[src/rtl/sd_emmc_pkg.sv]
// Shared types and constants for the eMMC 8-bit DDR read-data receive path.
package sd_emmc_pkg;

  localparam int unsigned STATE_W         = 3;
  localparam int unsigned LEN_W           = 10;
  localparam int unsigned WCNT_W          = 9;
  localparam int unsigned DAT_LINES       = 8;
  localparam int unsigned MAX_BLOCK_BYTES = 512;
  localparam int unsigned CRC_BITS        = 16;
  localparam int unsigned CRC_CNT_W       = $clog2(CRC_BITS);
  localparam logic [CRC_BITS-1:0] CRC16_POLY = 16'h1021;

  typedef logic [STATE_W-1:0] state_t;

  localparam state_t ST_IDLE  = 3'd0;
  localparam state_t ST_WAIT  = 3'd1;
  localparam state_t ST_DATA  = 3'd2;
  localparam state_t ST_CRC   = 3'd3;
  localparam state_t ST_END   = 3'd4;

  // Block length must be nonzero, even and no larger than one block.
  function automatic logic len_ok(input logic [LEN_W-1:0] len);
    return (len != '0) && !len[0] && (len <= LEN_W'(MAX_BLOCK_BYTES));
  endfunction

  // One serial CRC16 step, MSB-first, x^16+x^12+x^5+1.
  function automatic logic [CRC_BITS-1:0] crc16_step(input logic [CRC_BITS-1:0] crc,
                                                     input logic d);
    logic fb;
    fb = crc[CRC_BITS-1] ^ d;
    return {crc[CRC_BITS-2:0], 1'b0} ^ (fb ? CRC16_POLY : '0);
  endfunction

endpackage

[src/rtl/sd_emmc_crc16.sv]
// Serial 1-bit-per-clock CRC16 engine for one DAT line on one clock edge.
module sd_emmc_crc16
  import sd_emmc_pkg::*;
(
  input  logic                clock,
  input  logic                reset_n,
  input  logic                clear,
  input  logic                enable,
  input  logic                data,
  output logic [CRC_BITS-1:0] remainder
);

  always_ff @(posedge clock or negedge reset_n) begin
    if (!reset_n)    remainder <= '0;
    else if (clear)  remainder <= '0;
    else if (enable) remainder <= crc16_step(remainder, data);
  end

endmodule

[src/rtl/sd_emmc_ddr_rx_ctrl.sv]
// eMMC 8-bit DDR receive sequencer: start-bit search, payload streaming, CRC16 and end-bit check.
// Per-line CRC engines are built only when SD_EMMC_DDR_RX_CRC_EN is defined.
module sd_emmc_ddr_rx_ctrl
  import sd_emmc_pkg::*;
#(
  parameter int unsigned TO_W = 24
) (
  input  logic             clock,
  input  logic             reset_n,
  input  logic             start,
  input  logic             abort,
  input  logic [LEN_W-1:0] block_len,
  input  logic [TO_W-1:0]  timeout_cycles,
  input  logic [7:0]       iddr_q1,
  input  logic [7:0]       iddr_q2,
  output logic [15:0]      out_data,
  output logic             out_valid,
  output logic             busy,
  output logic             done,
  output logic             err_crc,
  output logic             err_end,
  output logic             err_timeout,
  output logic             err_param
);

  state_t                state, state_n;
  logic [WCNT_W-1:0]     word_cnt, word_cnt_n;
  logic [TO_W-1:0]       to_cnt, to_cnt_n;
  logic                  to_en, to_en_n;
  logic [CRC_CNT_W-1:0]  bit_cnt, bit_cnt_n;
  logic [15:0]           out_data_n;
  logic                  out_valid_n, busy_n, done_n;
  logic                  err_crc_n, err_end_n, err_timeout_n, err_param_n;
  logic                  crc_bad_c;

`ifdef SD_EMMC_DDR_RX_CRC_EN
  logic                crc_clear_c, crc_en_c;
  logic [CRC_BITS-1:0] rem_r [DAT_LINES];
  logic [CRC_BITS-1:0] rem_f [DAT_LINES];

  assign crc_clear_c = (state == ST_IDLE) && start && !abort;
  assign crc_en_c    = (state == ST_DATA) || (state == ST_CRC);

  // Rising-edge bits feed R[i], falling-edge bits feed F[i]; received CRC bits follow the payload.
  for (genvar i = 0; i < int'(DAT_LINES); i++) begin : g_line
    sd_emmc_crc16 u_crc_r (
      .clock(clock), .reset_n(reset_n), .clear(crc_clear_c), .enable(crc_en_c),
      .data(iddr_q1[i]), .remainder(rem_r[i])
    );
    sd_emmc_crc16 u_crc_f (
      .clock(clock), .reset_n(reset_n), .clear(crc_clear_c), .enable(crc_en_c),
      .data(iddr_q2[i]), .remainder(rem_f[i])
    );
  end

  always_comb begin
    crc_bad_c = 1'b0;
    for (int i = 0; i < int'(DAT_LINES); i++) begin
      crc_bad_c = crc_bad_c | (rem_r[i] != '0) | (rem_f[i] != '0);
    end
  end
`else
  assign crc_bad_c = 1'b0;
`endif

  // Next-state and next-output logic; abort overrides every transition.
  always_comb begin
    state_n       = state;
    word_cnt_n    = word_cnt;
    to_cnt_n      = to_cnt;
    to_en_n       = to_en;
    bit_cnt_n     = bit_cnt;
    out_data_n    = out_data;
    out_valid_n   = 1'b0;
    busy_n        = 1'b0;
    done_n        = 1'b0;
    err_crc_n     = err_crc;
    err_end_n     = err_end;
    err_timeout_n = err_timeout;
    err_param_n   = err_param;

    if (abort) begin
      state_n = ST_IDLE;
    end else begin
      case (state)
        ST_IDLE: begin
          if (start) begin
            err_crc_n     = 1'b0;
            err_end_n     = 1'b0;
            err_timeout_n = 1'b0;
            if (len_ok(block_len)) begin
              err_param_n = 1'b0;
              state_n     = ST_WAIT;
              word_cnt_n  = block_len[LEN_W-1:1];
              to_cnt_n    = timeout_cycles;
              to_en_n     = (timeout_cycles != '0);
            end else begin
              err_param_n = 1'b1;
              done_n      = 1'b1;
            end
          end
        end
        ST_WAIT: begin
          if (iddr_q1 == 8'h00) begin
            state_n = ST_DATA;
          end else if (to_en) begin
            if (to_cnt == TO_W'(1)) begin
              err_timeout_n = 1'b1;
              done_n        = 1'b1;
              state_n       = ST_IDLE;
            end else begin
              to_cnt_n = to_cnt - TO_W'(1);
            end
          end
        end
        ST_DATA: begin
          out_valid_n = 1'b1;
          out_data_n  = {iddr_q2, iddr_q1};
          word_cnt_n  = word_cnt - WCNT_W'(1);
          if (word_cnt == WCNT_W'(1)) begin
            state_n   = ST_CRC;
            bit_cnt_n = '0;
          end
        end
        ST_CRC: begin
          bit_cnt_n = bit_cnt + CRC_CNT_W'(1);
          if (bit_cnt == CRC_CNT_W'(CRC_BITS - 1)) state_n = ST_END;
        end
        ST_END: begin
          err_end_n = (iddr_q1 != 8'hFF);
          err_crc_n = crc_bad_c;
          done_n    = 1'b1;
          state_n   = ST_IDLE;
        end
        default: state_n = ST_IDLE;
      endcase
    end

    busy_n = (state_n != ST_IDLE);
  end

  always_ff @(posedge clock or negedge reset_n) begin
    if (!reset_n) begin
      state       <= ST_IDLE;
      word_cnt    <= '0;
      to_cnt      <= '0;
      to_en       <= 1'b0;
      bit_cnt     <= '0;
      out_data    <= '0;
      out_valid   <= 1'b0;
      busy        <= 1'b0;
      done        <= 1'b0;
      err_crc     <= 1'b0;
      err_end     <= 1'b0;
      err_timeout <= 1'b0;
      err_param   <= 1'b0;
    end else begin
      state       <= state_n;
      word_cnt    <= word_cnt_n;
      to_cnt      <= to_cnt_n;
      to_en       <= to_en_n;
      bit_cnt     <= bit_cnt_n;
      out_data    <= out_data_n;
      out_valid   <= out_valid_n;
      busy        <= busy_n;
      done        <= done_n;
      err_crc     <= err_crc_n;
      err_end     <= err_end_n;
      err_timeout <= err_timeout_n;
      err_param   <= err_param_n;
    end
  end

endmodule

[config.mk]
export PLATFORM = sky130hd
export DESIGN_NAME = sd_emmc_ddr_rx_ctrl
export DESIGN_NICKNAME = d
export VERILOG_FILES = /design/src/rtl/sd_emmc_pkg.sv /design/src/rtl/sd_emmc_crc16.sv /design/src/rtl/sd_emmc_ddr_rx_ctrl.sv
export SDC_FILE = /design/constraint.sdc
export NUM_CORES = 1
export LEC_CHECK = 0
export CORE_MARGIN = 10
export CORE_UTILIZATION = 45
export DETAILED_ROUTE_END_ITERATION = 8
export GPL_ROUTABILITY_DRIVEN = 0
export PLACE_DENSITY = 0.74
export SYNTH_ARGS = -nofsm -noshare
export SYNTH_HDL_FRONTEND = slang
export SYNTH_SLANG_ARGS = --single-unit
[constraint.sdc]
create_clock -name clock -period 2.22 [get_ports clock]
set_input_delay 0.555 -clock clock [delete_from_list [all_inputs] [get_ports clock]]
set_output_delay 0.555 -clock clock [all_outputs]
set_load 0.01 [all_outputs]
==> impl_results.md <==
* Status: completed
* Vias in the first global route at 3,876
* CTS tree: built
* Detailed Route Iter0 Violations at 220
* Gr usage total at 18.1%
* Port bufs at 75
* Avg Inst Size Synth at 9.50 um2
* Ant diodes at 0
* Register area share after synthesis at 41.8%
* Final Setup Violations at 0
* Clk network pwr share at 27.4%
* Metal2 WL at 5.63 mm
* Io pins at 77
* Fillcell total at 670
* Crit path time final at 2.16 ns
* CP arrival at 2.39 ns
* Max Cap Violations at 0
* H-tree level count at 3
* Die height at 112 um
* Power per cell area at 619 mW/mm2
* Mapped Area at 0.00377 mm2
* Clock slew at reported path FFs at 0.08 ns
* Count of pins over their slew limit at 0
* Sw frac at 33.5%
* Clk_skew at 0.00967 ns
* Die Wd at 112 um
* Nets@finish at 587
* Reg-to-reg setup timing slack at 0.09 ns
* Most frequent cells in the layout: clkdlybuf4s50_1 (65), buf_4 (65), dfrtp_1 (63)
* EDFF count, synth at 0
* WL met1 at 5.05 mm
* Cells after DPL at 620
* Area Overhead vs Synth at 42.4%
* Layout cell share with drive strength beyond 1 at 25.0%
* Via Count at 3,774
* Async set-reset flop share out of synthesis at 100%
* Sw Pwr at 1.12 mW
* First-pass GRT wire length at 19.2 mm
* Wire per inst at 18.2 um
* Routed WL at 11.6 mm
* Distinct cells, synth at 64
* Post-DRT Antenna Nets at 0
* Largest net degree at the start of global routing at 64
* Non-Filler Instances at 638
* Clk sinks at 63
* CP required at 2.46 ns
* FMAX at 464 MHz
* CP max FO at 6
* Period utilization at 97.1%
* Dpl hpwl at 8.63 mm
* Maximum vdd drop at 0.384 mV
* Cts bufs inserted at 9
* Overflow after GRT at 0
* Syn_nets at 456
* Final Util at 65.7%
* Internal at 2.21 mW
* HP Class: input pin to async pin
* Router iterations before antenna repair at 5
* YS warnings at 0
* Row cnt at 33
* Critical path type: input pin to register
* Post-layout power at 3.32 mW
* DR WL met3 at 737 um
* # hold bufs at CTS at 0
* Register bit count reported by yosys at 63
* Leak pwr at 2.23 nW
* CP Launch Type: input pin
* Setup TNS at 0 ns
* Die area at 0.0124 mm2
* Post-route DRC violation count at 0
* DR top layer: met4
* Vias per inst at 5.92
* Longest Clk Path Bufs at 2
* Initial Utilization at 46.1%
* Core Box Area at 0.00818 mm2
* RSZ-0062 raised after global routing: yes
* Initial antenna violation count at 0
* Post-Syn Instances at 397
* Clk root buf: clkbuf_8
* Clk Latency, worst-skew pair at 0.35 ns
* Sequential power share at 46.6%
* Main flop type after synthesis: dfrtp_1
* Crit. End Element: register
* Comb power frac at 26.0%
* Final Hold Vio Count at 0
==> worst max-delay path: stages <==
cell and delay (ns):
dlygate4sd2_1 0.27, nor4_4 0.29, buf_4 0.18, buf_4 0.10, and4_2 0.22, nor2_1 0.05, buf_4 0.17, a221o_1 0.34
a22o_1 0.22
==> sequential cells by signal, indices dropped and copies added (netlist names), 3 cells and up <==
name and cells:
state 3, out_data 16, word_cnt 9, bit_cnt 4, to_cnt 24
==> kinds of logic (layout without fill, tap and decap cells) <==
family	after synthesis	in the layout	share of synthesized area (%)
mux	19	19	5.61
other cells	1	1	0.0994
compound gates	130	130	24.2
simple gates	142	142	21.4
flops	63	63	41.8
buf+inv	35	171	4.84
xor+xnor	2	2	0.465
fa+ha+maj	5	5	1.66
==> synth_stat cells (all sizes together), types with 11 or more instances <==
cell	n	area share (%)
a21oi	25	3.6
buf	13	2.1
clkbuf	12	1.7
dfrtp	63	42
mux2	17	5.1
nand2	30	3.0
nor2	25	2.6
nor3	20	2.7
nor4	23	4.9
o21ai	30	4.1
o221ai	11	2.6
o2bb2ai	19	4.4
==> what timing repair did <==
action / in CTS / in global routing
pin swaps: 3 / 5
setup buffers: 1 / 1
setup endpoints to repair: 34 / 36
gates resized for setup: 9 / 17
==> power by group through the flow <==
stage | combinational, mW | clock, mW | sequential, mW
2_1_floorplan | 0.449 | 0 | 1.49
3_3_place_gp | 0.804 | 0 | 1.53
3_5_place_dp | 0.836 | 0 | 1.54
4_1_cts | 0.841 | 0.928 | 1.52
5_1_grt | 0.948 | 0.969 | 1.57
6_report | 0.864 | 0.911 | 1.55
==> layout make-up <==
class	instances	area [um2]	share of cell area, %
Clock buffer	11	141	2.63
Multi-Input combinational cell	299	2100	39.2
Sequential cell	63	1580	29.4
Clock inverter	5	33.8	0.629
Timing Repair Buffer	145	1350	25.1
Inverter	10	37.5	0.699
Tap cell	105	131	2.45
==> per-layer routing <==
layer  global-route usage, %  vias up
met5                       0        -
met4                    6.34        0
met3                    3.81       17
met2                    30.4      153
met1                    22.4     1810
li1                        -     1794
==> metrics by stage <==
| step | cell area, um2 | worst slack, ns | hold WS (ns) |
|---|---|---|---|
| floorplan | 3770 | 0.0246 | 0.259 |
| global placement | 5080 | -0.556 | 0.479 |
| detailed placement | 5080 | -0.596 | 0.496 |
| CTS | 5280 | 0.00627 | 0.209 |
| global route | 5370 | -0.0738 | 0.228 |
| finish | 5370 | 0.0640 | 0.205 |
==> final timing paths <==
check                                            to                startpoint  cells after the start
max                          to_cnt[23]$_DFFE_PN0P_              block_len[2]                      9
min                          to_cnt[12]$_DFFE_PN0P_                   reset_n                      2
max reg2reg                  to_cnt[23]$_DFFE_PN0P_    to_cnt[14]$_DFFE_PN0P_                      5
min reg2reg                out_data[11]$_DFFE_PN0P_  out_data[11]$_DFFE_PN0P_                      1
max in group asynchronous  out_data[14]$_DFFE_PN0P_                   reset_n                      2
min in group clock         out_data[11]$_DFFE_PN0P_  out_data[11]$_DFFE_PN0P_                      1
Power figures use the tool's default switching activity.
